**src/rtl/mem_port_arbiter.sv**
```systemverilog
// Round-robin arbiter sharing one 16-bit memory port between
// instruction fetch (word pairs) and load/store (single words).
module mem_port_arbiter #(
  parameter int AW = 15
) (
  input  logic          clk,
  input  logic          a_rst,
  input  logic          fe_req,
  input  logic [AW-1:0] fe_addr,
  input  logic          fe_flush,
  output logic [31:0]   fe_opc,
  output logic          fe_valid,
  output logic          hold,
  input  logic          dt_req,
  input  logic          dt_we,
  input  logic [AW-1:0] dt_addr,
  input  logic [15:0]   dt_wdata,
  output logic [15:0]   dt_rdata,
  output logic          dt_ack,
  output logic [AW-1:0] mem_addr,
  output logic          mem_we,
  output logic [15:0]   mem_wdata,
  input  logic [15:0]   mem_rdata,
  output logic          busy
);

  typedef enum logic [2:0] {
    IDLE,
    FE0,
    FE1,
    FE2,
    DT0,
    DT1
  } state_t;

  state_t        state;
  logic          last_dt;
  logic          drop;
  logic          d_we;
  logic [AW-2:0] pair;
  logic [15:0]   opc_hi;
  logic          grant_fe;
  logic          grant_dt;

  // On a tie the side not served last wins.
  always_comb begin
    grant_fe = fe_req & (~dt_req | last_dt);
    grant_dt = dt_req & (~fe_req | ~last_dt);
  end

  assign busy = (state != IDLE);

  always_ff @(posedge clk or negedge a_rst) begin
    if (!a_rst) begin
      state     <= IDLE;
      last_dt   <= 1'b1;
      drop      <= 1'b0;
      d_we      <= 1'b0;
      pair      <= '0;
      opc_hi    <= '0;
      fe_opc    <= '0;
      fe_valid  <= 1'b0;
      hold      <= 1'b1;
      dt_rdata  <= '0;
      dt_ack    <= 1'b0;
      mem_addr  <= '0;
      mem_we    <= 1'b0;
      mem_wdata <= '0;
    end else begin
      fe_valid <= 1'b0;
      dt_ack   <= 1'b0;
      hold     <= 1'b1;
      unique case (state)
        IDLE: begin
          drop <= 1'b0;
          unique case (1'b1)
            grant_fe: begin
              state    <= FE0;
              pair     <= fe_addr[AW-1:1];
              drop     <= fe_flush;
              mem_addr <= {fe_addr[AW-1:1], 1'b0};
            end
            grant_dt: begin
              state     <= DT0;
              d_we      <= dt_we;
              mem_addr  <= dt_addr;
              mem_we    <= dt_we;
              mem_wdata <= dt_wdata;
            end
            default: ;
          endcase
        end
        FE0: begin
          state    <= FE1;
          drop     <= drop | fe_flush;
          mem_addr <= {pair, 1'b1};
        end
        FE1: begin
          state    <= FE2;
          drop     <= drop | fe_flush;
          opc_hi   <= mem_rdata;
          mem_addr <= '0;
        end
        FE2: begin
          state   <= IDLE;
          drop    <= 1'b0;
          last_dt <= 1'b0;
          // A flush in this very cycle still kills the pulse.
          if (!(drop | fe_flush)) begin
            fe_opc   <= {opc_hi, mem_rdata};
            fe_valid <= 1'b1;
            hold     <= 1'b0;
          end
        end
        DT0: begin
          state     <= DT1;
          mem_addr  <= '0;
          mem_we    <= 1'b0;
          mem_wdata <= '0;
        end
        DT1: begin
          state   <= IDLE;
          last_dt <= 1'b1;
          dt_ack  <= 1'b1;
          if (!d_we) dt_rdata <= mem_rdata;
        end
        default: state <= IDLE;
      endcase
    end
  end

endmodule

```
**config.mk**
```make
export PLATFORM = sky130hd
export DESIGN_NAME = mem_port_arbiter
export DESIGN_NICKNAME = d
export VERILOG_FILES = /design/src/rtl/mem_port_arbiter.sv
export SDC_FILE = /design/constraint.sdc
export NUM_CORES = 1
export LEC_CHECK = 0
export CAP_MARGIN = 40
export CORE_ASPECT_RATIO = 0.5
export CORE_MARGIN = 5
export CORE_UTILIZATION = 44
export CTS_BUF_LIST = sky130_fd_sc_hd__clkbuf_8
export DETAILED_ROUTE_END_ITERATION = 16
export PLACE_DENSITY = 0.87
export SYNTH_ARGS = -nofsm -noshare
export SYNTH_HDL_FRONTEND = slang
export SYNTH_SLANG_ARGS = --single-unit
export TNS_END_PERCENT = 1
```
**constraint.sdc**
```tcl
create_clock -name clk -period 1.7 [get_ports clk]
set_input_delay 0.34 -clock clk [delete_from_list [all_inputs] [get_ports clk]]
set_output_delay 0.34 -clock clk [all_outputs]
set_load 0.02 [all_outputs]
```
==> metrics.md, run 1 <==
| Metric | Value |
|---|---|
| Outcome | `finished with violations` |
| Failing checks | `negative setup slack` |
| Slew Viols, Final | `0` |
| Area Overhead vs Synth | `46.6%` |
| Synth area leaders | `dfrtp_1, mux2_2, mux2_4` |
| Top delay family on crit path | `flip-flops` |
| Final min period | `between 1.5 and 2 ns` |
| Count of clock tree sinks | `119` |
| Remaining Overflow, GRT | `0` |
| Critical path buffer and inverter count | `2` |
| Post-layout util | `between 60% and 70%` |
| DRT Pass-1 Iters | `4` |
| CP startpoint | `state[2]$_DFFE_PN0P_` |
| Synth warn | `0` |
| Netlist cell types | `35` |
| Worst Path Required | `roughly 1.4 ns` |
| Mapped Nets | `428` |
| Routability-driven placement congestion ratio | `0.842` |
| Final setup viols | `between 40 and 50` |
| Routed met3 length | `478 µm` |
| Vias in the first global route | `between 3000 and 4000` |
| Final Cycle Share | `107%` |
| Routed length on met1 | `~5000 µm` |
| Clock H-tree levels | `4` |
| Setup TNS Final | `-2.56 ns` |
| Skew final | `0.0113 ns` |
| Post-Syn Area per Cell | `13.6 µm²` |
| Most common cell in the netlist | `dfrtp_1` |
| Die area | `13500 µm²` |
| Worst slew pin tran | `0.310 ns` |
| Worst hold margin | `0.308 ns` |
| Number of synthesized flops with an enable pin | `0` |
| Proportion of layout cells with a drive suffix above 1 | `27.7%` |
| Mapped cell area | `4900 µm²` |
| Uppermost layer routed | `met4` |
| Via count | `3530` |
| Crit path kind | `register to output pin` |
| Yosys reg bits | `119` |
| Critical Path Fanout Max | `3` |
| Clk pin slew, worst setup/hold paths | `0.08 ns` |
| Critical Path End | `busy` |
| Final WS setup | `-0.119 ns` |
| Top_reg_cell synth | `dfrtp_1` |
| Pin count of the biggest net entering global routing | `57` |
| CORE AREA | `10900 µm²` |
| Slowest stage cell, crit path | `dfrtp_1` |
| Area used by multi-input combinational logic | `1820 µm²` |
| Worst Hold Class | `input port to asynchronous set/reset pin` |
| Peak supply drop | `0.903 mV` |
| Filler Cell Count | `820` |
| Hold Vio Cnt, Final | `0` |
| Antenna violations before repair | `0` |
| Drt drc | `0` |
| RSZ-0062 raised after global routing | `yes` |
| Max-cap violations | `0` |
| Top cell type's share of synthesized area | `59.8%` |
| PortBufs | `150` |
| Register area share after synthesis | `between 60% and 70%` |
| Area leader, netlist | `dfrtp_1` |
| Final ANT Viol Nets | `0` |
| Critical path depth | `3` |
| Pwr dens | `2090 nW/µm²` |
| CTS tree | `done` |
| Cells after synthesis | `360` |
| Vias per Instance | `5.09` |
| Die Width | `159 µm` |
| ANT cells | `0` |
| Max Freq | `550 MHz` |
| Initial Utilization | `44.8%` |
| Routed len/inst | `around 18 µm` |
| Worst-path cell chain | `buf_4 > or3_4 > buf_6` |
| Rel. slew slack | `between 70% and 80%` |
| CP arrival | `approximately 1.5 ns` |
| Endpoint class of the critical path | `output pin` |
| CP max stage delay | `about 0.39 ns` |
| CTS Buf Count | `17` |
| Root Buffer | `clkbuf_8` |
| Startpoint types | `register` |
| Reg2reg path depth | `5` |
| HPWL Detailed | `around 8500 µm` |
| Register-to-register setup slack | `-0.09 ns` |
| Die height | `~85 µm` |
| Reg-to-Reg End | `mem_addr[2]$_DFFE_PN0P_` |
| First-pass GRT wire length | `just over 20000 µm` |
| Initial DRC count | `193` |
| Top Ports | `152` |
| Reg-to-Reg Start | `state[2]$_DFFE_PN0P_` |
| Commonest cells in the netlist | `dfrtp_1, nand2_1, mux2_2` |
| Nets@finish | `604` |
| FF/Latch Area | `2980 µm²` |
| Clk Latency, worst-skew pair | `0.43 ns` |
| Total leakage power | `0.00350 µW` |
| Met2 routed WL | `around 7000 µm` |
| GRT Total Usage | `about 19%` |
| Clock Path Buffers | `2` |
| Routed Wire Length | `12600 µm` |
| FP Rows | `27` |
| Asr flop ratio synth | `100%` |
## power breakdown
group          leakage, µW  internal, µW  switching (µW)  total [µW]
Sequential         0.00146          4260             790        5050
Combinational      0.00182          3440            3480        6920
Clock             0.000226          1800            1210        3010
## cells in the final DEF, fill, tap and decap left out, types with 17 or more instances in the layout
cell,instances
a22o_1,17
mux2_4,28
dlygate4sd2_1,83
mux2_2,51
dfrtp_1,117
a21oi_1,17
clkbuf_8,18
nand2_1,59
clkdlybuf4s50_1,65
buf_4,18
## through the flow
stage          std cells  total power, µW  setup slack, ns  instance area [µm²]
6_report             694            15000           -0.119                 7180
3_3_place_gp         660            12300           -0.410                 6780
3_5_place_dp         660            12600           -0.428                 6780
4_1_cts              693            15100           -0.177                 7150
5_1_grt              694            15800           -0.166                 7180
2_1_floorplan        360             9150          -0.0280                 4900
## worst reg2reg max path, delay by kind of cell, from the launching register on
kind / cells / cell delay, ns
buffers and inverters: 2 / 0.34
AO/OA/AOI/OAI: 2 / 0.59
flip-flops: 1 / 0.39
AND/OR/NAND/NOR: 1 / 0.36
## repair_timing
item,CTS,global route
buffers inserted,0,1
resized for setup,90,6
endpoints found under the setup margin,146,61
hold buffers,1,0
hold endpoints to repair,14,0
## worst min-delay path by stage
stage | cells past startpoint | slack, ns | end
2_1_floorplan | 0 | 0.04 | d_we$_DFFE_PN0P_
3_3_place_gp | 1 | 0.22 | mem_addr[3]$_DFFE_PN0P_
3_5_place_dp | 1 | 0.22 | mem_addr[3]$_DFFE_PN0P_
4_1_cts | 2 | 0.28 | mem_addr[3]$_DFFE_PN0P_
5_1_grt | 2 | 0.33 | mem_addr[3]$_DFFE_PN0P_
6_report | 2 | 0.31 | mem_addr[3]$_DFFE_PN0P_
## logic make-up after synthesis
family,count (synthesis),synth area share [%]
multiplexers,79,20.3
XOR/XNOR,2,0.358
flip-flops,119,60.8
AO/OA/AOI/OAI,60,9.12
AND/OR/NAND/NOR,76,6.54
buffers and inverters,24,2.83
## registers in the layout (all words and copies together) (netlist names), 3 cells and up
signal and count:
state 3, pair 14, mem_wdata 16, mem_addr 15, dt_rdata 16, fe_opc 32
opc_hi 16
## routing by layer
layer	vias to the layer above	track usage [%]
met4	0	8.59
met1	1788	21.8
met5	-	0
met2	89	35.1
met3	24	5.05
li1	1629	-
## final cells by class
class,count,share of cell area [%]
flip-flops and latches,119,41.5
multi-input cells,217,25.3
repair buffers,178,24.0
clock buffers,18,3.45
clock inverters,14,3.08
well taps,145,2.53
inverters,3,0.157
(Power assumes the default switching activity.)
==> run 2: changes to the inputs <==
--- a/config.mk
+++ b/config.mk
@@ -12,6 +12,8 @@
 export CTS_BUF_LIST = sky130_fd_sc_hd__clkbuf_8
 export DETAILED_ROUTE_END_ITERATION = 16
 export PLACE_DENSITY = 0.87
+export RECOVER_POWER = 25
+export SETUP_SLACK_MARGIN = 0.5
 export SYNTH_ARGS = -nofsm -noshare
 export SYNTH_HDL_FRONTEND = slang
 export SYNTH_SLANG_ARGS = --single-unit
==> run 2 against run 1 <==
Compared with the run above: maximum frequency shrank 1.1%; flip-flop and latch count is the same; combinational power grew 17%; sequential power grew 5.1%; critical path type unchanged; setup slack lost 0.020 ns; total power grew 8.6%; first-iteration DRC count grew 20%; the flow still finishes with violations (negative setup slack); highest routed layer unchanged; clock skew grew 0.0062 ns.
==> metrics.md, run 2 (same netlist as run 1, synthesis figures left out) <==
| Metric | Value |
|---|---|
| Outcome | `finished with violations` |
| Failing checks | `negative setup slack` |
| CTS Buf Count | `17` |
| Setup TNS Final | `-1.32 ns` |
| Slowest stage cell, crit path | `dfrtp_1` |
| Reg-to-Reg End | `mem_addr[8]$_DFFE_PN0P_` |
| RSZ-0062 raised after global routing | `yes` |
| Filler Cell Count | `722` |
| Commonest non-fill, non-tap cell in the layout | `dfrtp_1` |
| Final setup viols | `49` |
| Vias in the first global route | `between 4000 and 5000` |
| Hold path start | `opc_hi[0]$_DFFE_PN0P_` |
| Final WS setup | `-0.139 ns` |
| Top Ports | `152` |
| Crit path kind | `register to output pin` |
| Root Buffer | `clkbuf_8` |
| Worst slew pin tran | `0.720 ns` |
| Die area | `13500 µm²` |
| First-pass GRT wire length | `22600 µm` |
| Clk pin slew, worst setup/hold paths | `0.09 ns` |
| Max FFs per register | `32` |
| Drt drc | `0` |
| Startpoint types | `register` |
| Pwr dens | `2180 nW/µm²` |
| Slew Viols, Final | `0` |
| Antenna violations before repair | `0` |
| Clock Path Buffers | `2` |
| Register-to-register setup slack | `-0.08 ns` |
| Proportion of layout cells with a drive suffix above 1 | `44.0%` |
| Hold path depth | `1` |
| Final std cells w/o fill | `699` |
| Clk Latency, worst-skew pair | `0.44 ns` |
| Worst Path Required | `1.36 ns` |
| Initial Utilization | `~45%` |
| Endpoint class of the critical path | `output pin` |
| CP arrival | `1.50 ns` |
| Commonest non-fill, non-tap cells in the layout | `dfrtp_1, buf_6, clkdlybuf4s50_1` |
| GRT Total Usage | `21.3%` |
| Pin count of the biggest net entering global routing | `42` |
| Nets@finish | `609` |
| Die height | `approximately 85 µm` |
| Remaining Overflow, GRT | `0` |
| Clock H-tree levels | `4` |
| Total leakage power | `0.00356 µW` |
| Max-cap violations | `0` |
| FP Rows | `27` |
| Reg2reg path depth | `5` |
| Final ANT Viol Nets | `0` |
| Vias per Instance | `between 5 and 6` |
| Peak supply drop | `between 0.8 and 0.9 mV` |
| Routed Wire Length | `14000 µm` |
| Routed len/inst | `roughly 20 µm` |
| Final Cycle Share | `108%` |
| ANT cells | `0` |
| CORE AREA | `around 11000 µm²` |
| Worst Hold Path EP | `fe_opc[16]$_DFFE_PN0P_` |
| DRT Pass-1 Iters | `7` |
| Hold Vio Cnt, Final | `0` |
| Placed insts | `roughly 660` |
| Area Overhead vs Synth | `52.7%` |
| CP max stage delay | `0.40 ns` |
| Count of clock tree sinks | `119` |
| Critical Path Fanout Max | `3` |
| Post-layout util | `approximately 68%` |
| CTS tree | `done` |
| HPWL Detailed | `between 8000 and 9000 µm` |
| Routability-driven placement congestion ratio | `0.803` |
| Worst Hold Class | `register to register` |
| CP dominant cell by count | `buf_6` |
| FF/Latch Area | `a little under 3000 µm²` |
| Final min period | `between 1.5 and 2 ns` |
| Die Width | `159 µm` |
| Initial DRC count | `231` |
| Reg-to-Reg Start | `state[2]$_DFFE_PN0P_` |
| Area used by multi-input combinational logic | `around 1900 µm²` |
| Rel. slew slack | `52.0%` |
| Skew final | `around 0.018 ns` |
| Via count | `3704` |
| PortBufs | `150` |
| Max Freq | `544 MHz` |
| Most flop-heavy register | `fe_opc` |
| Worst-path cell chain | `buf_6 > or3_4 > buf_6` |
[run 2: what timing repair did]
item,CTS,global route
hold buffers,1,0
endpoints found under the setup margin,199,200
cloned,1,0
setup buffers,3,0
hold endpoints to repair,25,0
gates resized for setup,532,2
pin swaps,19,18
[run 2: metrics by stage]
stage	hold WS, ns	setup slack [ns]	area, µm²	total power [µW]
after CTS	0.376	-0.116	7500	16200
after global routing	0.501	-0.171	7480	17100
after global placement	0.295	-0.422	6780	12300
after floorplan	0.0444	-0.0257	4910	9160
final	0.498	-0.139	7480	16300
after detailed placement	0.301	-0.431	6790	12600
[run 2: how the worst max path moves through the flow]
stage,from,endpoint,slack [ns],cells past startpoint
finish,state[2]$_DFFE_PN0P_,busy,-0.14,3
global route,state[2]$_DFFE_PN0P_,busy,-0.17,3
CTS,state[2]$_DFFE_PN0P_,busy,-0.12,3
detailed placement,fe_flush,fe_opc[4]$_DFFE_PN0P_,-0.43,4
global placement,fe_flush,fe_opc[13]$_DFFE_PN0P_,-0.42,4
floorplan,state[2]$_DFFE_PN0P_,fe_opc[10]$_DFFE_PN0P_,-0.03,6
[run 2: layout make-up]
class | instances | share of cell area (%)
Clock buffer | 17 | 3.13
Clock inverter | 15 | 2.71
Inverter | 3 | 0.151
Multi-Input combinational cell | 217 | 25.2
Sequential cell | 119 | 39.8
Tap cell | 145 | 2.42
Timing Repair Buffer | 183 | 26.5
[run 2: critical path, delay by kind of cell (launching register included)]
family | cells | cell delay, ns
buf+inv | 2 | 0.28
simple gates | 1 | 0.38
flops | 1 | 0.40
[run 2: routing by layer]
metal / global-route usage (%) / share of wire (%) / vias to the layer above
met5: 0 / 0 / -
met4: 8.75 / 2.4 / 0
met3: 4.71 / 4.5 / 37
met2: 37.5 / 54 / 115
met1: 25.5 / 39 / 1914
li1: - / - / 1638
[run 2: where the power goes]
| part | internal [µW] | switching [µW] |
|---|---|---|
| clock network | 1610 | 1260 |
| registers | 4270 | 1040 |
| logic | 4450 | 3650 |
| total | 10300 | 5950 |
